File: config.mk
export PLATFORM = sky130hd
export DESIGN_NAME = uart_rx_oversampled
export DESIGN_NICKNAME = d
export VERILOG_FILES = /design/src/rtl/uart_pkg.sv /design/src/rtl/uart_sync.sv /design/src/rtl/uart_rx_oversampled.sv
export SDC_FILE = /design/constraint.sdc
export NUM_CORES = 1
export LEC_CHECK = 0
export ABC_AREA = 1
export BUFFER_PORTS_ARGS = -buffer_cell sky130_fd_sc_hd__buf_2
export CAP_MARGIN = 40
export CORE_UTILIZATION = 29
export DETAILED_ROUTE_END_ITERATION = 8
export PLACE_DENSITY = 0.41
export SYNTH_ARGS = -nofsm -noshare
export SYNTH_HDL_FRONTEND = slang
export SYNTH_SLANG_ARGS = --single-unit
File: constraint.sdc
create_clock -name rx_clk -period 2.1 [get_ports rx_clk]
set_input_delay 0.105 -clock rx_clk [delete_from_list [all_inputs] [get_ports rx_clk]]
set_output_delay 0.105 -clock rx_clk [all_outputs]
set_load 0.02 [all_outputs]
File: src/rtl/uart_pkg.sv
// Shared state type, legal parameter ranges and bit-timing helper for the oversampled UART receiver.
package uart_pkg;

    typedef enum logic [2:0] {
        IDLE,
        START,
        DATA,
        PARITY,
        STOP,
        WAIT_HIGH
    } uart_rx_state_t;

    localparam int unsigned DATA_BITS_MIN    = 5;
    localparam int unsigned DATA_BITS_MAX    = 9;
    localparam int unsigned STOP_BITS_MIN    = 1;
    localparam int unsigned STOP_BITS_MAX    = 2;
    localparam int unsigned CLKS_PER_BIT_MIN = 4;
    localparam int unsigned SYNC_STAGES_MIN  = 2;

    // Start-bit sample point, in rx_clk cycles after the falling edge is seen.
    function automatic int unsigned uart_half_bit(input int unsigned clks_per_bit);
        return clks_per_bit / 2;
    endfunction

endpackage

File: src/rtl/uart_sync.sv
// Multi-flop synchroniser for the asynchronous serial line; flops reset to the idle level (1).
module uart_sync
    import uart_pkg::*;
#(
    parameter int unsigned SYNC_STAGES = 2
) (
    input  logic rx_clk,
    input  logic rx_rst_n,
    input  logic i_d,
    output logic o_q
);

    logic [SYNC_STAGES-1:0] r_sync;

    if (SYNC_STAGES < SYNC_STAGES_MIN) begin : g_bad_sync_stages
        $error("uart_sync: SYNC_STAGES must be at least 2");
    end

    always_ff @(posedge rx_clk or negedge rx_rst_n) begin
        if (!rx_rst_n) begin
            r_sync <= '1;
        end else begin
            r_sync <= {r_sync[SYNC_STAGES-2:0], i_d};
        end
    end

    assign o_q = r_sync[SYNC_STAGES-1];

endmodule

File: src/rtl/uart_rx_oversampled.sv
// Oversampling UART receiver: start-glitch rejection, framing/parity/break reporting.
// Define UART_RX_PARITY_EN to expect one parity bit between the data and stop bits.
module uart_rx_oversampled
    import uart_pkg::*;
#(
    parameter int unsigned DATA_BITS    = 8,
    parameter int unsigned CLKS_PER_BIT = 16,
    parameter int unsigned STOP_BITS    = 1,
    parameter int unsigned PARITY_ODD   = 0,
    parameter int unsigned SYNC_STAGES  = 2
) (
    input  logic                 rx_clk,
    input  logic                 rx_rst_n,
    input  logic                 rx_serial_data,
    output logic [DATA_BITS-1:0] rx_parallel_data,
    output logic                 rx_done,
    output logic                 rx_busy,
    output logic                 rx_frame_err,
    output logic                 rx_parity_err,
    output logic                 rx_break
);

    localparam int unsigned      HALF_BIT  = uart_half_bit(CLKS_PER_BIT);
    localparam int unsigned      CNT_W     = $clog2(CLKS_PER_BIT + 1);
    localparam logic [CNT_W-1:0] CNT_ONE   = CNT_W'(1);
    localparam logic [CNT_W-1:0] CNT_HALF  = CNT_W'(HALF_BIT);
    localparam logic [CNT_W-1:0] CNT_FULL  = CNT_W'(CLKS_PER_BIT);
    localparam logic [3:0]       DATA_LAST = 4'(DATA_BITS - 1);
    localparam logic [3:0]       STOP_LAST = 4'(STOP_BITS - 1);

    if (DATA_BITS < DATA_BITS_MIN || DATA_BITS > DATA_BITS_MAX) begin : g_bad_data_bits
        $error("uart_rx_oversampled: DATA_BITS must be 5..9");
    end
    if (CLKS_PER_BIT < CLKS_PER_BIT_MIN) begin : g_bad_clks_per_bit
        $error("uart_rx_oversampled: CLKS_PER_BIT must be at least 4");
    end
    if (STOP_BITS < STOP_BITS_MIN || STOP_BITS > STOP_BITS_MAX) begin : g_bad_stop_bits
        $error("uart_rx_oversampled: STOP_BITS must be 1 or 2");
    end
    if (PARITY_ODD > 1) begin : g_bad_parity_odd
        $error("uart_rx_oversampled: PARITY_ODD must be 0 or 1");
    end

    uart_rx_state_t       r_state;
    logic [CNT_W-1:0]     r_cnt;
    logic [3:0]           r_idx;
    logic [DATA_BITS-1:0] r_shift;
    logic                 r_stop_err;
    logic                 r_stop_hi;
    logic [DATA_BITS-1:0] r_data;
    logic                 r_done;
    logic                 r_busy;
    logic                 r_frame_err;
    logic                 r_break;
    logic                 w_s_rx;
    logic                 w_stop_err;
    logic                 w_par_low;
    logic                 w_break;

    uart_sync #(
        .SYNC_STAGES (SYNC_STAGES)
    ) u_sync (
        .rx_clk   (rx_clk),
        .rx_rst_n (rx_rst_n),
        .i_d      (rx_serial_data),
        .o_q      (w_s_rx)
    );

`ifdef UART_RX_PARITY_EN
    logic r_par_bit;
    logic r_parity_err;
    logic w_par_err;

    assign w_par_low     = ~r_par_bit;
    assign w_par_err     = ((^r_shift) ^ r_par_bit) != 1'(PARITY_ODD);
    assign rx_parity_err = r_parity_err;
`else
    assign w_par_low     = 1'b1;
    assign rx_parity_err = 1'b0;
`endif

    // Evaluated on the final stop sample, so the current s_rx counts as one of the stop bits.
    assign w_stop_err = r_stop_err | ~w_s_rx;
    assign w_break    = (r_shift == '0) & w_par_low & ~r_stop_hi & ~w_s_rx;

    always_ff @(posedge rx_clk or negedge rx_rst_n) begin
        if (!rx_rst_n) begin
            r_state     <= IDLE;
            r_cnt       <= '0;
            r_idx       <= '0;
            r_shift     <= '0;
            r_stop_err  <= 1'b0;
            r_stop_hi   <= 1'b0;
            r_data      <= '0;
            r_done      <= 1'b0;
            r_busy      <= 1'b0;
            r_frame_err <= 1'b0;
            r_break     <= 1'b0;
`ifdef UART_RX_PARITY_EN
            r_par_bit    <= 1'b0;
            r_parity_err <= 1'b0;
`endif
        end else begin
            r_done <= 1'b0;
            unique case (r_state)
                IDLE: begin
                    if (!w_s_rx) begin
                        r_state    <= START;
                        r_cnt      <= CNT_ONE;
                        r_idx      <= '0;
                        r_stop_err <= 1'b0;
                        r_stop_hi  <= 1'b0;
                        r_busy     <= 1'b1;
                    end
                end
                START: begin
                    if (r_cnt == CNT_HALF) begin
                        r_cnt <= CNT_ONE;
                        if (w_s_rx) begin
                            r_state <= IDLE;
                            r_busy  <= 1'b0;
                        end else begin
                            r_state <= DATA;
                        end
                    end else begin
                        r_cnt <= r_cnt + CNT_ONE;
                    end
                end
                DATA: begin
                    if (r_cnt == CNT_FULL) begin
                        r_cnt   <= CNT_ONE;
                        r_shift <= {w_s_rx, r_shift[DATA_BITS-1:1]};
                        if (r_idx == DATA_LAST) begin
                            r_idx <= '0;
`ifdef UART_RX_PARITY_EN
                            r_state <= PARITY;
`else
                            r_state <= STOP;
`endif
                        end else begin
                            r_idx <= r_idx + 4'd1;
                        end
                    end else begin
                        r_cnt <= r_cnt + CNT_ONE;
                    end
                end
`ifdef UART_RX_PARITY_EN
                PARITY: begin
                    if (r_cnt == CNT_FULL) begin
                        r_cnt     <= CNT_ONE;
                        r_par_bit <= w_s_rx;
                        r_state   <= STOP;
                    end else begin
                        r_cnt <= r_cnt + CNT_ONE;
                    end
                end
`endif
                STOP: begin
                    if (r_cnt == CNT_FULL) begin
                        r_cnt      <= CNT_ONE;
                        r_stop_err <= w_stop_err;
                        r_stop_hi  <= r_stop_hi | w_s_rx;
                        if (r_idx == STOP_LAST) begin
                            r_state     <= w_s_rx ? IDLE : WAIT_HIGH;
                            r_data      <= r_shift;
                            r_frame_err <= w_stop_err;
                            r_break     <= w_break;
                            r_done      <= 1'b1;
                            r_busy      <= 1'b0;
`ifdef UART_RX_PARITY_EN
                            r_parity_err <= w_par_err;
`endif
                        end else begin
                            r_idx <= r_idx + 4'd1;
                        end
                    end else begin
                        r_cnt <= r_cnt + CNT_ONE;
                    end
                end
                WAIT_HIGH: begin
                    if (w_s_rx) begin
                        r_state <= IDLE;
                    end
                end
                default: begin
                    r_state <= IDLE;
                    r_busy  <= 1'b0;
                end
            endcase
        end
    end

    assign rx_parallel_data = r_data;
    assign rx_done          = r_done;
    assign rx_busy          = r_busy;
    assign rx_frame_err     = r_frame_err;
    assign rx_break         = r_break;

endmodule

==> metrics.md, run 1 <==
| Metric | Value |
|---|---|
| Setup TNS | 0 ns |
| Post-synthesis instance total | 235 |
| R2R depth | 11 |
| Top delay family on crit path | simple AND/OR/NAND/NOR gates |
| Top_reg_cell synth | dfrtp_1 |
| Drt first-iter violations | 66 |
| Slowest cell delay on critical path | 0.40 ns |
| CP Launch Type | register |
| Finished Core Util | 34.7% |
| Syn Area/Cell | 8.24 µm² |
| Crit share post-route | 75.4% |
| ANT cells | 0 |
| Share of layout cells above drive strength 1 | 24.3% |
| Placed cell area | 2080 µm² |
| RSZ-0062 raised after global routing | no |
| Fillers | 715 |
| Die width | 83.7 µm |
| FP Rows | 29 |
| P_leak | 0.00111 µW |
| Worst flop-to-flop path startpoint | r_cnt[0] |
| Crit path DAT | 1.77 ns |
| Initial antenna violation count | 0 |
| Number of enable flip-flop cells after synthesis | 0 |
| Gpl congestion | 0.780 |
| Area of the core | 6390 µm² |
| CTS Sinks | 36 |
| Clk slew on worst S/H paths | 0.08 ns |
| Cell Pwr Density | 1150 nW/µm² |
| Final Hold Vio Count | 0 |
| Clock Root Buffer | clkbuf_8 |
| CP Max Fanout | 6 |
| CTS hold repair buffers | 2 |
| Post-layout minimum cycle time | 1.58 ns |
| Clk_skew | 0.00487 ns |
| Vias per cell | 4.42 |
| Initial Utilization | 30.3% |
| Drt drc | 0 |
| Via count | 1,468 |
| Peak Freq | 0.632 GHz |
| WL final | 4.09 mm |
| Status | finished, final reports clean |
| Crit path buf inv count | 2 |
| Top post-synthesis cells by area | dfrtp_1, nand2_1, inv_1 |
| Placed insts | 322 |
| Sequence of cells on the critical path | inv_1 -> ha_1 -> nand2_1 -> clkinv_1 -> nand2_2 -> nand2_2 -> nand2_2 -> nor2_1 -> nand2_1 -> nand2_1 -> nand2_1 |
| Post-CTS Resized | 0 |
| Area growth syn-to-layout | 14.5% |
| GRT overflow | 0 |
| Tot GR Track Use | 13.3% |
| DR WL/cell | 12.3 µm |
| Cell variety after synth | 29 |
| Crit path required time | 2.28 ns |
| CTS Buf Count | 5 |
| DRT Pass-1 Iters | 4 |
| VDD IR max | 0.000494 V |
| Buffers on Ports | 14 |
| Top cell by count, worst path | nand2_1 |
| Net count, final | 261 |
| Vias in the first global route | 1,474 |
| Power Total | 2540 µW |
| I/O pin count | 16 |
| HP Class | in -> async |
| Setup bufs post-CTS | 0 |
| Die height | 83.7 µm |
| Setup Crit Path Kind | reg -> reg |
| Seq cells post-synth | 36 |
| Final setup fails | 0 |
| Clk_lat worst skew | 0.29 ns |
| Sequential cell area fraction in the yosys report | 46.7% |
| Yosys top cell by area | dfrtp_1 |
| Max-Cap Viols | 0 |
| Slowest cell on crit path | dfrtp_1 |
| Post-synthesis cell area | 1940 µm² |
| Asr flop ratio synth | 100% |
| Hpwl dp | 2.99 mm |
| FF-to-FF setup slack | 0.52 ns |
| H-Tree Level Count | 2 |
| DIE AREA | 7000 µm² |
| Post-route cell area | 2220 µm² |
| RR Endpoint | r_state[0] |
| Layout Cells excl Fill | 332 |
| Clock tree buffer depth | 2 |
| Global-route wire length before repair | 7.33 mm |
| Yosys warns | 0 |
| Largest net degree at the start of global routing | 20 |
| CTS tree | done |
| CP Capture Type | register |
| Routed Antenna Nets | 0 |
| Synth top area share | 44.0% |
| Slew Viols, Final | 0 |
| Syn Nets | 242 |
through the flow:
step | hold WS (ns) | setup slack, ns
floorplan | -0.191 | 0.709
global placement | 0.213 | 0.512
detailed placement | 0.0854 | 0.506
CTS | 0.289 | 0.488
global route | 0.328 | 0.300
finish | 0.292 | 0.517
how the worst max path moves through the flow:
| stage | from | cells past startpoint | endpoint | slack [ns] |
|---|---|---|---|---|
| after floorplan | r_cnt[0] | 10 | rx_break | 0.71 |
| after global placement | r_cnt[0] | 9 | rx_parallel_data[0] | 0.51 |
| after CTS | r_cnt[0] | 9 | rx_parallel_data[6] | 0.49 |
| after global routing | r_cnt[0] | 11 | r_state[0] | 0.30 |
| final | r_cnt[0] | 11 | r_state[0] | 0.52 |
| after detailed placement | r_cnt[0] | 9 | rx_parallel_data[4] | 0.51 |
cell type report:
class	count	area, µm²	area share, %
Tap cell	77	96.3	4.35
Timing Repair Buffer	17	118	5.31
Inverter	31	119	5.36
Clock inverter	3	42.5	1.92
Sequential cell	36	903	40.8
Clock buffer	5	68.8	3.11
Multi-Input combinational cell	163	868	39.2
layout by cell type (no fill, tap or decap), drive strengths merged:
| cell | instances |
|---|---|
| nand4 | 2 |
| xor2 | 3 |
| xnor2 | 1 |
| clkinv | 2 |
| nor2 | 24 |
| nor3 | 2 |
| inv | 30 |
| clkinvlp | 1 |
| dfrtp | 34 |
| buf | 15 |
| clkbuf | 5 |
| a22o | 1 |
| o21ai | 24 |
| a21oi | 5 |
| a21boi | 1 |
| bufinv | 1 |
| ha | 4 |
| nand3 | 20 |
| conb | 1 |
| dfstp | 2 |
| dlygate4sd3 | 2 |
| nand2 | 75 |
cells by family after synthesis:
kind of cell             share of synthesized area (%)
AND/OR/NAND/NOR                                   30.2
buffers and inverters                             8.47
flip-flops                                        46.7
AO/OA/AOI/OAI                                     10.1
XOR/XNOR                                          1.81
adder cells (fa/ha/maj)                           2.59
other                                            0.194
synthesized netlist by cell type, types with 2 or more instances:
cell type,count
xor2_1,3
o21ai_0,7
nor3_1,2
nand4_1,2
nand2_2,12
buf_6,3
nor2_2,5
a21oi_1,5
nor2_1,15
o21ai_2,9
o21ai_1,8
inv_1,25
dfrtp_1,34
ha_1,4
nor2_4,4
nand3_1,18
nand2_1,63
inv_2,4
dfstp_2,2
registers in the layout (all words and copies together), names as in the netlist:
name,flops
r_shift,8
rx_parallel_data,8
r_cnt,5
r_idx,4
r_state,3
u_sync.r_sync,2
r_stop_err,1
r_stop_hi,1
rx_break,1
rx_busy,1
rx_done,1
rx_frame_err,1
where the power goes:
group / internal, µW / switching [µW]
clock network: 352 / 273
logic: 328 / 669
registers: 790 / 132
total: 1470 / 1070
layer usage:
layer / wire (µm) / share of wire [%] / global-route usage [%]
met1: 2190 / 54 / 18.7
met4: 42 / 1.0 / 4.62
met5: 0 / 0 / 0
met2: 1760 / 43 / 19.5
met3: 93 / 2.3 / 3.86
No activity file was read; power rests on OpenSTA's default activity.
==> run 2, diff against run 1 <==
==> constraint.sdc (replaced) <==
create_clock -name rx_clk -period 1.66 [get_ports rx_clk]
set_input_delay 0.083 -clock rx_clk [delete_from_list [all_inputs] [get_ports rx_clk]]
set_output_delay 0.083 -clock rx_clk [all_outputs]
set_load 0.02 [all_outputs]
==> metrics.md, run 2 (synthesis gave the netlist of run 1 again) <==
| Metric | Value |
|---|---|
| Setup Crit Path Kind | reg -> reg |
| VDD IR max | 0.000676 V (+37%) |
| Setup bufs post-CTS | 0 (unchanged) |
| Initial antenna violation count | 0 (unchanged) |
| Cell Pwr Density | 1410 nW/µm² (+23%) |
| CTS Sinks | 36 (unchanged) |
| Slew Viols, Final | 0 (unchanged) |
| Crit path required time | 1.84 ns (-0.44 ns) |
| Net count, final | 266 (+1.9%) |
| Post-layout minimum cycle time | 1.50 ns (-0.0862 ns) |
| Crit path DAT | 1.68 ns (-0.09 ns) |
| Share of layout cells above drive strength 1 | 26.5% (+2.2 points) |
| RSZ-0062 raised after global routing | no |
| Final Hold Vio Count | 0 (unchanged) |
| DR WL/cell | 12.1 µm (-1.6%) |
| Most common cell after layout, fill and taps aside | nand2_1 |
| Final setup margin | 0.163 ns (-0.354 ns) |
| WL final | 4.08 mm (about the same) |
| Max-Cap Viols | 0 (unchanged) |
| P_leak | 0.00113 µW (+1.8%) |
| Area of the core | 6390 µm² (unchanged) |
| HP Class | in -> async |
| Finished Core Util | 34.9% (+0.22 points) |
| Vias in the first global route | 1,474 (unchanged) |
| H-Tree Level Count | 2 (unchanged) |
| Die height | 83.7 µm (unchanged) |
| Gpl congestion | 0.793 (+1.7%) |
| DRT Pass-1 Iters | 4 (unchanged) |
| Die width | 83.7 µm (unchanged) |
| Setup TNS | 0 ns (unchanged) |
| CTS Buf Count | 5 (unchanged) |
| I/O pin count | 16 (unchanged) |
| Tot GR Track Use | 13.0% (-0.30 points) |
| Place WS | 0.0950 ns (-0.411 ns) |
| CP Max Fanout | 4 (-2) |
| R2R depth | 11 (unchanged) |
| Peak Freq | 0.668 GHz (+5.8%) |
| Via count | 1,520 (+3.5%) |
| Clk slew on worst S/H paths | 0.08 ns (about the same) |
| Buffers on Ports | 14 (unchanged) |
| Most frequent cells in the layout | nand2_1, dfrtp_1, inv_1 |
| Clock Root Buffer | clkbuf_8 |
| Crit share post-route | 90.2% (+15 points) |
| Placed cell area | 2110 µm² (+1.4%) |
| ANT cells | 0 (unchanged) |
| Initial Utilization | 30.3% (unchanged) |
| CP Launch Type | register |
| Drt first-iter violations | 78 (+18%) |
| CTS tree | done |
| CP Capture Type | register |
| Routed Antenna Nets | 0 (unchanged) |
| Clk_skew | 0.00727 ns (+0.00239 ns) |
| Hpwl dp | 2.94 mm (-1.4%) |
| Clk_lat worst skew | 0.29 ns (about the same) |
| Area growth syn-to-layout | 15.2% |
| Vias per cell | 4.51 (+2.0%) |
| Clock tree buffer depth | 2 (unchanged) |
| Drt drc | 0 (unchanged) |
| Status | finished, final reports clean |
| Final setup fails | 0 (unchanged) |
| GRT overflow | 0 (unchanged) |
| FP Rows | 29 (unchanged) |
| DIE AREA | 7000 µm² (unchanged) |
| Post-route cell area | 2230 µm² (+0.62%) |
| Global-route wire length before repair | 7.20 mm (-1.8%) |
| Largest net degree at the start of global routing | 37 (+85%) |
-- run 2: cell types whose count changed in the layout (fill, tap and decap cells not counted), sizes merged --
cell | before | now
buf | 15 | 20
bufinv | 1 | 0
clkinv | 2 | 4
clkinvlp | 1 | 0
-- run 2: timing repair --
action                                  CTS  global route
hold endpoints to repair                 37             0
resized for setup                         0             4
hold buffers                              2             0
endpoints found under the setup margin    0            19
-- run 2: critical path, stage by stage, from the launching register on --
cell	delay, ns
dfrtp_1	0.41
inv_2	0.08
ha_1	0.16
nand2_1	0.05
inv_1	0.05
nand2_1	0.10
nand2_2	0.11
nand2_2	0.09
nor2_2	0.13
nand2_1	0.09
nand2_1	0.06
nand2_1	0.05
-- run 2: metal layers --
metal	share of wire, %	vias up	global-route usage [%]	routed length (µm)
met5	0	-	0	0
met4	1.3	0	4.62	53
met3	3.4	5	3.17	138
met2	44	23	19.6	1780
met1	52	703	18.2	2110
li1	-	789	-	-
-- run 2: per-stage QoR --
stage,total power (µW),cells,hold slack [ns]
2_1_floorplan,2150,235,-0.213
4_1_cts,3190,337,0.286
6_report,3140,337,0.272
3_5_place_dp,2530,327,0.0642
5_1_grt,3440,337,0.321
3_3_place_gp,2560,327,0.0646
-- run 2: worst paths after layout --
check	start	to	slack, ns
min in group rx_clk	u_sync.r_sync[0]	u_sync.r_sync[1]	0.36
max in group asynchronous	rx_rst_n	u_sync.r_sync[0]	1.13
worst max register to register	r_cnt[0]	r_state[2]	0.16
worst min register to register	u_sync.r_sync[0]	u_sync.r_sync[1]	0.36
worst min-delay path	rx_rst_n	r_idx[3]	0.27
worst max-delay path	r_cnt[0]	r_state[2]	0.16
-- run 2: final cells by class --
| type | count | area, µm² |
|---|---|---|
| fill | 677 | 4160 |
| sequential | 36 | 903 |
| multi-input combinational | 163 | 876 |
| timing repair buffer | 22 | 148 |
| inverter | 31 | 119 |
| tap | 77 | 96.3 |
| clock buffer | 5 | 68.8 |
| clock inverter | 3 | 18.8 |
-- run 2: power by group --
group / internal (µW) / switching, µW
Combinational: 477 / 887
Clock: 293 / 334
Sequential: 999 / 154
